$ cat src/rtl/traffic_pkg.sv
// Shared definitions for the traffic-controller input stage: keypad geometry,
// key-scan FSM states and the snapshot-bit to digit mapping.
package traffic_pkg;

   localparam int KEY_W    = 10;
   localparam int NUM_ROWS = 4;
   localparam int NUM_COLS = 3;
   localparam int SNAP_W   = NUM_ROWS * NUM_COLS;
   localparam int IDX_W    = $clog2(SNAP_W);

   typedef enum logic [1:0] {
      SCAN,
      DEBOUNCE,
      EMIT,
      WAIT_RELEASE
   } key_scan_state_t;

   typedef struct packed {
      logic       valid;
      logic [3:0] digit;
   } key_digit_t;

   // Snapshot bit = row*3 + col. Rows 0..2 hold 1..9; row 3 holds '*', 0, '#'.
   function automatic key_digit_t snap_to_digit(input logic [IDX_W-1:0] idx);
      key_digit_t r;
      r.valid = 1'b1;
      r.digit = 4'd0;
      if (idx < IDX_W'(9)) begin
         r.digit = idx + 4'd1;
      end else if (idx == IDX_W'(10)) begin
         r.digit = 4'd0;
      end else begin
         r.valid = 1'b0;
      end
      return r;
   endfunction

endpackage

$ cat src/rtl/scan_row_timer.sv
// Free-running row-slot timer for the keypad scanner: slot counter, row
// counter, one-cold row drive and the per-slot / per-scan sample strobes.
module scan_row_timer
   import traffic_pkg::*;
#(
   parameter int SCAN_DIV = 1000
) (
   input  logic                        clk,
   input  logic                        rst,
   output logic [$clog2(NUM_ROWS)-1:0] row_idx,
   output logic [NUM_ROWS-1:0]         row_n,
   output logic                        sample_strobe,
   output logic                        scan_done
);

   localparam int ROW_W  = $clog2(NUM_ROWS);
   localparam int SLOT_W = $clog2(SCAN_DIV + 1);
   localparam logic [SLOT_W-1:0] SLOT_LAST = SLOT_W'(SCAN_DIV - 1);
   localparam logic [ROW_W-1:0]  ROW_LAST  = ROW_W'(NUM_ROWS - 1);

   logic [SLOT_W-1:0] slot_q, slot_d;
   logic [ROW_W-1:0]  row_q, row_d;

   assign sample_strobe = (slot_q == SLOT_LAST);
   assign scan_done     = sample_strobe && (row_q == ROW_LAST);
   assign row_idx       = row_q;
   assign row_n         = ~(NUM_ROWS'(1) << row_q);

   always_comb begin
      slot_d = slot_q + SLOT_W'(1);
      row_d  = row_q;
      if (sample_strobe) begin
         slot_d = '0;
         row_d  = row_q + ROW_W'(1);
      end
   end

   always_ff @(posedge clk or posedge rst) begin
      if (rst) begin
         slot_q <= '0;
         row_q  <= '0;
      end else begin
         slot_q <= slot_d;
         row_q  <= row_d;
      end
   end

endmodule

$ cat src/rtl/key_scan_encoder.sv
// 4x3 keypad scanner/debouncer emitting fixed-width one-hot digit pulses.
// Define KEY_SCAN_REPEAT_EN to re-emit a held key every REPEAT_SCANS scans.
module key_scan_encoder
   import traffic_pkg::*;
#(
   parameter int SCAN_DIV       = 1000,
   parameter int DEBOUNCE_SCANS = 4,
   parameter int HOLD_CYCLES    = 8,
   parameter int REPEAT_SCANS   = 64
) (
   input  logic                clk,
   input  logic                rst,
   input  logic [NUM_COLS-1:0] col_n,
   output logic [NUM_ROWS-1:0] row_n,
   output logic [KEY_W-1:0]    Key,
   output logic                busy
);

   localparam int DEB_W  = $clog2(DEBOUNCE_SCANS + 1);
   localparam int HOLD_W = $clog2(HOLD_CYCLES + 1);
   localparam logic [DEB_W-1:0]  DEB_TARGET = DEB_W'(DEBOUNCE_SCANS);
   localparam logic [HOLD_W-1:0] HOLD_LAST  = HOLD_W'(HOLD_CYCLES - 1);
   localparam int LOW_W = (NUM_ROWS - 1) * NUM_COLS;

   if (SCAN_DIV < 4 || DEBOUNCE_SCANS < 1 || HOLD_CYCLES < 1 || REPEAT_SCANS < 1) begin : g_bad_params
      $error("key_scan_encoder: parameter below legal minimum");
   end

   logic [$clog2(NUM_ROWS)-1:0] row_idx;
   logic                        sample_strobe;
   logic                        scan_done;

   scan_row_timer #(.SCAN_DIV(SCAN_DIV)) u_timer (
      .clk          (clk),
      .rst          (rst),
      .row_idx      (row_idx),
      .row_n        (row_n),
      .sample_strobe(sample_strobe),
      .scan_done    (scan_done)
   );

   logic [NUM_COLS-1:0] col_meta_q, col_sync_q;
   logic [LOW_W-1:0]    row_samples_q;
   logic [SNAP_W-1:0]   snapshot_q;
   logic                snap_valid_q;

   // NOTE: clocked blocks use non-blocking (<=) only, so every flop samples pre-edge values.
   always_ff @(posedge clk or posedge rst) begin
      if (rst) begin
         col_meta_q    <= '1;
         col_sync_q    <= '1;
         row_samples_q <= '0;
         snapshot_q    <= '0;
         snap_valid_q  <= 1'b0;
      end else begin
         col_meta_q   <= col_n;
         col_sync_q   <= col_meta_q;
         snap_valid_q <= scan_done;
         for (int r = 0; r < NUM_ROWS - 1; r++) begin
            if (sample_strobe && row_idx == 2'(r)) begin
               row_samples_q[r*NUM_COLS +: NUM_COLS] <= ~col_sync_q;
            end
         end
         if (scan_done) begin
            snapshot_q <= {~col_sync_q, row_samples_q};
         end
      end
   end

   key_scan_state_t   state_q, state_d;
   logic [IDX_W-1:0]  cand_q, cand_d;
   logic [DEB_W-1:0]  stable_cnt_q, stable_cnt_d;
   logic [DEB_W-1:0]  rel_cnt_q, rel_cnt_d;
   logic [HOLD_W-1:0] hold_cnt_q, hold_cnt_d;
   logic [KEY_W-1:0]  key_q, key_d;
   logic [IDX_W:0]    snap_ones;
   logic [IDX_W-1:0]  snap_idx;
   logic [SNAP_W-1:0] cand_bits;
   key_digit_t        snap_info, cand_info;
   logic              single_digit;

`ifdef KEY_SCAN_REPEAT_EN
   localparam int REP_W = $clog2(REPEAT_SCANS + 1);
   localparam logic [REP_W-1:0] REP_TARGET = REP_W'(REPEAT_SCANS);
   logic [REP_W-1:0] rep_cnt_q, rep_cnt_d;
   logic             rep_stop_q, rep_stop_d;
`endif

   always_comb begin
      snap_ones = '0;
      snap_idx  = '0;
      for (int i = 0; i < SNAP_W; i++) begin
         if (snapshot_q[i]) begin
            snap_ones = snap_ones + (IDX_W+1)'(1);
            snap_idx  = IDX_W'(i);
         end
      end
      snap_info    = snap_to_digit(snap_idx);
      single_digit = (snap_ones == (IDX_W+1)'(1)) && snap_info.valid;
      cand_bits    = SNAP_W'(1) << cand_q;
   end

   // NOTE: every next-state signal gets a default before the case, so no latches are inferred.
   always_comb begin
      state_d      = state_q;
      cand_d       = cand_q;
      stable_cnt_d = stable_cnt_q;
      rel_cnt_d    = rel_cnt_q;
      hold_cnt_d   = hold_cnt_q;
`ifdef KEY_SCAN_REPEAT_EN
      rep_cnt_d    = rep_cnt_q;
      rep_stop_d   = rep_stop_q;
`endif
      case (state_q)
         SCAN: begin
            if (snap_valid_q && single_digit) begin
               cand_d       = snap_idx;
               stable_cnt_d = DEB_W'(1);
               state_d      = (DEB_W'(1) == DEB_TARGET) ? EMIT : DEBOUNCE;
            end
         end
         DEBOUNCE: begin
            if (snap_valid_q) begin
               if (snapshot_q == cand_bits) begin
                  stable_cnt_d = stable_cnt_q + DEB_W'(1);
                  if (stable_cnt_d == DEB_TARGET) state_d = EMIT;
               end else begin
                  stable_cnt_d = '0;
                  state_d      = SCAN;
               end
            end
         end
         EMIT: begin
            hold_cnt_d = hold_cnt_q + HOLD_W'(1);
            if (hold_cnt_q == HOLD_LAST) begin
               hold_cnt_d = '0;
               state_d    = WAIT_RELEASE;
            end
         end
         WAIT_RELEASE: begin
            if (snap_valid_q) begin
               if (snapshot_q == '0) begin
                  rel_cnt_d = rel_cnt_q + DEB_W'(1);
`ifdef KEY_SCAN_REPEAT_EN
                  rep_cnt_d = '0;
`endif
                  if (rel_cnt_d == DEB_TARGET) begin
                     rel_cnt_d = '0;
                     state_d   = SCAN;
                  end
               end else begin
                  rel_cnt_d = '0;
`ifdef KEY_SCAN_REPEAT_EN
                  if (snapshot_q == cand_bits && !rep_stop_q) begin
                     rep_cnt_d = rep_cnt_q + REP_W'(1);
                     if (rep_cnt_d == REP_TARGET) state_d = EMIT;
                  end else begin
                     rep_cnt_d  = '0;
                     rep_stop_d = 1'b1;
                  end
`endif
               end
            end
         end
         default: state_d = SCAN;
      endcase

      // Every entry into EMIT starts a fresh pulse with cleared scan counters.
      if (state_d == EMIT && state_q != EMIT) begin
         hold_cnt_d   = '0;
         stable_cnt_d = '0;
         rel_cnt_d    = '0;
`ifdef KEY_SCAN_REPEAT_EN
         rep_cnt_d    = '0;
         if (state_q != WAIT_RELEASE) rep_stop_d = 1'b0;
`endif
      end

      cand_info = snap_to_digit(cand_d);
      key_d     = (state_d == EMIT) ? (KEY_W'(1) << cand_info.digit) : '0;
   end

   always_ff @(posedge clk or posedge rst) begin
      if (rst) begin
         state_q      <= SCAN;
         cand_q       <= '0;
         stable_cnt_q <= '0;
         rel_cnt_q    <= '0;
         hold_cnt_q   <= '0;
         key_q        <= '0;
`ifdef KEY_SCAN_REPEAT_EN
         rep_cnt_q    <= '0;
         rep_stop_q   <= 1'b0;
`endif
      end else begin
         state_q      <= state_d;
         cand_q       <= cand_d;
         stable_cnt_q <= stable_cnt_d;
         rel_cnt_q    <= rel_cnt_d;
         hold_cnt_q   <= hold_cnt_d;
         key_q        <= key_d;
`ifdef KEY_SCAN_REPEAT_EN
         rep_cnt_q    <= rep_cnt_d;
         rep_stop_q   <= rep_stop_d;
`endif
      end
   end

   assign Key  = key_q;
   assign busy = (state_q == EMIT) || (state_q == WAIT_RELEASE);

endmodule

$ cat config.mk
export PLATFORM = sky130hd
export DESIGN_NAME = key_scan_encoder
export DESIGN_NICKNAME = d
export VERILOG_FILES = /design/src/rtl/traffic_pkg.sv /design/src/rtl/scan_row_timer.sv /design/src/rtl/key_scan_encoder.sv
export SDC_FILE = /design/constraint.sdc
export NUM_CORES = 1
export LEC_CHECK = 0
export CORE_ASPECT_RATIO = 1.5
export CORE_MARGIN = 4
export CORE_UTILIZATION = 67
export CTS_BUF_LIST = sky130_fd_sc_hd__clkbuf_4
export CTS_CLUSTER_SIZE = 24
export DETAILED_ROUTE_END_ITERATION = 16
export DONT_BUFFER_PORTS = 1
export GPL_TIMING_DRIVEN = 0
export PLACE_DENSITY = 0.83
export SLEW_MARGIN = 20
export SYNTH_ARGS = -nofsm -noshare
export SYNTH_HDL_FRONTEND = slang
export SYNTH_SLANG_ARGS = --single-unit
export TNS_END_PERCENT = 1
$ cat constraint.sdc
create_clock -name clk -period 9 [get_ports clk]
set_clock_uncertainty 0.05 [all_clocks]
set_input_delay 1.35 -clock clk [delete_from_list [all_inputs] [get_ports clk]]
set_output_delay 1.35 -clock clk [all_outputs]
set_load 0.03 [all_outputs]
==> flow_metrics.env, run 1 <==
export IMPL_cts_root_buf="clkbuf_4"
export IMPL_htreeDepth=3
export IMPL_drv_slew=0
export IMPL_rows=36
export IMPL_grt_use_total=0.267
export IMPL_cts_buffer_depth=2
export IMPL_drtAntennaViolNets=0
export IMPL_dr_pass1_iters=5
export IMPL_synthToLayoutAreaGrowth_pct=8.32
export IMPL_cts_hold_buffers=0
export IMPL_p_total_uw=496
export IMPL_synthDistinctLibCells=73
export IMPL_synth_edf_count=0
export IMPL_clk_latency_ns=0.41
export IMPL_async_flop_share=1.00
export IMPL_cp_end_kind="flop"
export IMPL_hold_violations=0
export IMPL_crit_top_cell="ha_1"
export IMPL_cp_max_fo=10
export IMPL_synth_ff_type="dfrtp_1"
export IMPL_min_path_type="flop to flop"
export IMPL_yosysWarnings=0
export IMPL_required_ns=9.30
export IMPL_gp_congestion=0.878
export IMPL_wl_per_cell_um=16.6
export IMPL_grt_pass1_wl_um=17000
export IMPL_vdd_drop_max_uv=122
export IMPL_ios=20
export IMPL_post_route_period_util=0.956
export IMPL_wl_um=10000
export IMPL_crit_arrival_ns=8.90
export IMPL_grt_max_degree=50
export IMPL_diodes=0
export IMPL_placed_cell_area_sq_um=4620
export IMPL_p_leak_nw=2.18
export IMPL_vias=3806
export IMPL_relSlewSlack=0.505
export IMPL_synthCells=508
export IMPL_fmax_ghz=0.116
export IMPL_outcome="finished, final reports clean"
export IMPL_drc=0
export IMPL_layout_min_cycle_time_ns=8.60
export IMPL_cp_start_kind="flop"
export IMPL_power_density_nw_per_um2=102
export IMPL_drive_gt1_frac=0.121
export IMPL_final_nets=554
export IMPL_die_w_um=74.9
export IMPL_cp_slowest_cell="dfrtp_2"
export IMPL_floorplan_initialDensity=0.689
export IMPL_maxCapViolCount=0
export IMPL_syn_avg_cell_area_sq_um=8.85
export IMPL_port_buffers=0
export IMPL_ys_seq_area_frac=0.369
export IMPL_grt_pass1_vias=3771
export IMPL_clock_sinks=66
export IMPL_cts_tree="built"
export IMPL_die_h_um=108
export IMPL_crit_type="flop to flop"
export IMPL_viasPerCell=6.28
export IMPL_tightest_slew_ns=0.733
export IMPL_path_clk_slew_ns=0.11
export IMPL_drtIter0Drc=179
export IMPL_antenna_found_initial=0
export IMPL_setup_viol=0
export IMPL_grt_overflow=0
export IMPL_setup_tns_ns=0
export IMPL_slowest_delay_ns=0.44
export IMPL_cp_top_family="adder cells"
export IMPL_synth_seq_cells=66
export IMPL_critical_path_buf_inv_count=6
export IMPL_final_core_util=0.746
export IMPL_design_die_area_sq_um=8120
export IMPL_numCtsBuffers=9
export IMPL_nFillCells=482
export IMPL_postSynthNetCount=537
export IMPL_design_area_sq_um=4870
export IMPL_dp_hpwl_um=7210
export IMPL_syn_area_sq_um=4500
export IMPL_core_area_sq_um=6530
==> what timing repair did <==
action | CTS | global route
setup endpoints to repair | 8 | 10
pin swaps | 1 | 4
buffers inserted | 1 | 4
gates resized for setup | 0 | 16
==> final cells by class <==
| class | count | area, sq um | area share |
|---|---|---|---|
| multi-input combinational | 392 | 2710 | 0.557 |
| sequential | 66 | 1660 | 0.341 |
| inverter | 27 | 104 | 0.0213 |
| buffer | 23 | 101 | 0.0208 |
| tap | 76 | 95.1 | 0.0195 |
| clock buffer | 10 | 75.1 | 0.0154 |
| timing repair buffer | 6 | 65.1 | 0.0134 |
| clock inverter | 6 | 57.6 | 0.0118 |
==> sequential cells by signal, indices dropped and copies added (netlist names), 4 cells and up <==
signal and count:
hold_cnt_q 4, u_timer.slot_q 10, row_samples_q 9, cand_q 4
Key 10, snapshot_q 12
==> metal layers <==
layer | wire (um) | share of wire | global-route usage | up-vias
li1 | - | - | - | 1836
met1 | 4000 | 0.40 | 0.321 | 1801
met2 | 5150 | 0.51 | 0.441 | 134
met3 | 447 | 0.044 | 0.0586 | 35
met4 | 443 | 0.044 | 0.135 | 0
met5 | 0 | 0 | 0 | -
==> cells in the mapped netlist (all sizes together) (7+ instances only) <==
| cell type | n | area share |
|---|---|---|
| and2 | 8 | 0.011 |
| a21oi | 29 | 0.032 |
| or3 | 8 | 0.012 |
| clkbuf | 15 | 0.013 |
| nand2 | 65 | 0.054 |
| nand3 | 17 | 0.019 |
| buf | 8 | 0.0092 |
| mux2 | 7 | 0.018 |
| dfrtp | 60 | 0.33 |
| nor2 | 44 | 0.037 |
| o21ai | 41 | 0.046 |
| ha | 24 | 0.067 |
| xnor2 | 11 | 0.023 |
| inv | 26 | 0.022 |
| nor3b | 8 | 0.013 |
| nor2b | 8 | 0.011 |
| xor2 | 13 | 0.025 |
| nor3 | 13 | 0.014 |
==> logic make-up after synthesis <==
group / share of synthesized area
AO/OA/AOI/OAI: 0.164
adder cells (fa/ha/maj): 0.0690
flip-flops: 0.369
XOR/XNOR: 0.0904
AND/OR/NAND/NOR: 0.235
buffers and inverters: 0.0442
multiplexers: 0.0287
==> per-stage QoR <==
| step | hold WS [ns] | setup WS (ns) | instances |
|---|---|---|---|
| finish | 0.312 | 0.395 | 606 |
| global route | 0.317 | -0.119 | 606 |
| global placement | 0.296 | 0.0316 | 584 |
| floorplan | 0.295 | 0.798 | 508 |
| detailed placement | 0.297 | -0.132 | 585 |
| CTS | 0.313 | 0.00536 | 602 |
==> placed cells by master (no fill, tap or decap), types with 3 or more instances in the layout <==
master	n
and3_1	3
dfstp_2	6
nor2_1	44
a31oi_1	3
nand3_1	17
a211oi_1	3
dfrtp_1	59
or3_1	7
buf_2	3
xnor2_1	10
ha_1	21
nor4b_1	4
inv_1	23
a21o_1	5
mux2i_1	4
mux2_2	7
nand3b_1	4
a21oi_1	28
nand2b_1	5
and2_1	7
clkbuf_4	10
buf_4	6
nor3_1	13
nand2_1	65
xor2_1	13
o21a_1	3
nand4_1	5
o31ai_1	3
nor3b_1	6
clkinv_2	3
xor3_1	4
nor4_1	5
nor2b_1	8
clkbuf_1	15
o21ai_0	40
buf_1	3
==> power by group <==
group	leakage [nW]	total [mW]	switching, mW	internal, mW
logic	1.21	0.00699	0.00562	0.00137
clock network	0.0776	0.189	0.103	0.0860
registers	0.886	0.300	0.000997	0.299
==> worst paths after layout <==
check / start / endpoint / slack [ns] / cells past startpoint
min in group asynchronous: rst / state_q[1] / 0.69 / 1
min: col_meta_q[2] / col_sync_q[2] / 0.31 / 0
min reg2reg: col_meta_q[2] / col_sync_q[2] / 0.31 / 0
max in group asynchronous: rst / col_meta_q[2] / 7.65 / 2
max: snapshot_q[1] / Key[7] / 0.40 / 41
max reg2reg: snapshot_q[1] / Key[7] / 0.40 / 41
Note: power is estimated with default switching activity, not from simulation.
==> run 2, diff against run 1 <==
--- a/config.mk
+++ b/config.mk
@@ -8,7 +8,7 @@
 export CORE_ASPECT_RATIO = 1.5
 export CORE_MARGIN = 4
 export CORE_UTILIZATION = 67
-export CTS_BUF_LIST = sky130_fd_sc_hd__clkbuf_4
+export CTS_BUF_LIST = sky130_fd_sc_hd__clkbuf_4 sky130_fd_sc_hd__clkbuf_8
 export CTS_CLUSTER_SIZE = 24
 export DETAILED_ROUTE_END_ITERATION = 16
 export DONT_BUFFER_PORTS = 1
==> run 2 against run 1 <==
Effect of this change: clock power rose by 32%; first-iteration DRC count rose by 6.7%; power is 12% higher; fmax about the same; critical path type unchanged.
==> flow_metrics.env, run 2 (same netlist as run 1, synthesis figures left out) <==
export IMPL_crit_top_cell="ha_1"
export IMPL_setup_viol=0
export IMPL_cts_tree="built"
export IMPL_r2r_slack_ns=0.40
export IMPL_die_w_um=74.9
export IMPL_port_buffers=0
export IMPL_grtUsageMet1=0.322
export IMPL_clock_sinks=66
export IMPL_cp_start_kind="flop"
export IMPL_final_common_cell="nand2_1"
export IMPL_diodes=0
export IMPL_min_path_type="flop to flop"
export IMPL_crit_type="flop to flop"
export IMPL_rows=36
export IMPL_drive_gt1_frac=0.130
export IMPL_hold_violations=0
export IMPL_mostFrequentLayoutCells="nand2_1 (65), dfrtp_1 (59), nor2_1 (43), o21ai_0 (40), a21oi_1 (28)"
export IMPL_dp_hpwl_um=7210
export IMPL_startpoint="snapshot_q[1]"
export IMPL_r2r_start="snapshot_q[1]"
export IMPL_grt_pass1_wl_um=17000
export IMPL_dr_pass1_iters=5
export IMPL_cp_max_fo=6
export IMPL_cp_end_kind="flop"
export IMPL_gp_congestion=0.878
export IMPL_antenna_found_initial=0
export IMPL_wl_um=10100
export IMPL_slowest_delay_ns=0.45
export IMPL_top_register="snapshot_q"
export IMPL_ios=20
export IMPL_post_route_period_util=0.956
export IMPL_core_area_sq_um=6530
export IMPL_vdd_drop_max_uv=164
export IMPL_fin_ws_ns=0.396
export IMPL_cp_slowest_cell="dfrtp_2"
export IMPL_wl_per_cell_um=16.7
export IMPL_drtAntennaViolNets=0
export IMPL_floorplan_initialDensity=0.689
export IMPL_multi_input_area_sq_um=2730
export IMPL_final_nets=555
export IMPL_cts_root_buf="clkbuf_8"
export IMPL_layout_min_cycle_time_ns=8.60
export IMPL_viasPerCell=6.22
export IMPL_synthToLayoutAreaGrowth_pct=10.2
export IMPL_outcome="finished, final reports clean"
export IMPL_grt_use_total=0.270
export IMPL_drtIter0Drc=191
export IMPL_rr_endpoint="Key[9]"
export IMPL_nFillCells=464
export IMPL_busiest_layer="met2"
export IMPL_vias=3778
export IMPL_htreeDepth=3
export IMPL_largest_reg_flops=12
export IMPL_p_leak_nw=2.22
export IMPL_numCtsBuffers=9
export IMPL_maxCapViolCount=0
export IMPL_final_core_util=0.759
export IMPL_grt_overflow=0
export IMPL_relSlewSlack=0.507
export IMPL_path_clk_slew_ns=0.07
export IMPL_die_h_um=108
export IMPL_fmax_ghz=0.116
export IMPL_grt_max_degree=50
export IMPL_reg2reg_depth=40
export IMPL_grt_pass1_vias=3791
export IMPL_crit_path_end="Key[9]"
export IMPL_clk_latency_ns=0.35
export IMPL_cts_buffer_depth=2
export IMPL_power_density_nw_per_um2=112
export IMPL_design_die_area_sq_um=8120
export IMPL_required_ns=9.20
export IMPL_drc=0
export IMPL_tightest_slew_ns=0.731
export IMPL_globalRouteMet3Util=0.0512
export IMPL_crit_arrival_ns=8.81
export IMPL_seq_area_sq_um=1660
export IMPL_grtUsageMet2=0.437
export IMPL_pre_cts_ws_ns=-0.132
export IMPL_drv_slew=0
## run 2: layout make-up
class,count,share of cell area
plain buffers,23,0.0204
flip-flops and latches,66,0.335
repair buffers,7,0.0146
inverters,27,0.0209
clock buffers,11,0.0293
well taps,76,0.0192
multi-input cells,392,0.550
clock inverters,5,0.0109
## run 2: what timing repair did
action	CTS	global route
buffers inserted	1	5
pin swaps	1	4
setup endpoints to repair	8	10
hold buffers	0	0
resized for setup	0	19
## run 2: worst max-delay path: cells and delay by family (launching register included)
kind	cells	cell delay [ns]
buf+inv	4	0.43
fa+ha+maj	11	3.06
mux	4	1.23
simple gates	11	1.62
flops	1	0.45
xor+xnor	1	0.19
compound gates	9	1.46
## run 2: power by group
group	switching [mW]	leakage, nW	internal (mW)
combinational	0.00563	1.22	0.00137
clock	0.113	0.106	0.137
sequential	0.00102	0.886	0.299
## run 2: per-layer routing
metal | share of wire | wire length, um | vias to the layer above
met5 | 0 | 0 | -
met4 | 0.054 | 544 | 0
met3 | 0.041 | 414 | 42
met2 | 0.50 | 5090 | 112
met1 | 0.40 | 4080 | 1792
li1 | - | - | 1832
## run 2: worst min-delay path by stage
stage                     to  cells past startpoint     startpoint
2_1_floorplan  col_sync_q[0]                      0  col_meta_q[0]
3_3_place_gp   col_sync_q[1]                      0  col_meta_q[1]
3_5_place_dp   col_sync_q[2]                      0  col_meta_q[2]
4_1_cts        col_sync_q[2]                      0  col_meta_q[2]
5_1_grt        col_sync_q[2]                      0  col_meta_q[2]
6_report       col_sync_q[2]                      0  col_meta_q[2]
## run 2: per-stage QoR
step                      TNS [ns]  hold slack (ns)  power (mW)  cell area [sq um]  instances
after detailed placement    -0.647            0.297       0.313               4620        585
final                            0            0.307       0.557               4960        607
after global routing        -0.412            0.311       0.577               4960        607
after floorplan                  0            0.295       0.309               4500        508
after CTS                        0            0.307       0.561               4830        602
after global placement           0            0.296       0.311               4590        584
==> run 3, diff against run 2 <==
--- a/config.mk
+++ b/config.mk
@@ -5,6 +5,7 @@
 export SDC_FILE = /design/constraint.sdc
 export NUM_CORES = 1
 export LEC_CHECK = 0
+export CAP_MARGIN = 20
 export CORE_ASPECT_RATIO = 1.5
 export CORE_MARGIN = 4
 export CORE_UTILIZATION = 67
==> results of run 3 <==
Same layout as run 2: the final DEF is identical, and so are final timing and power.
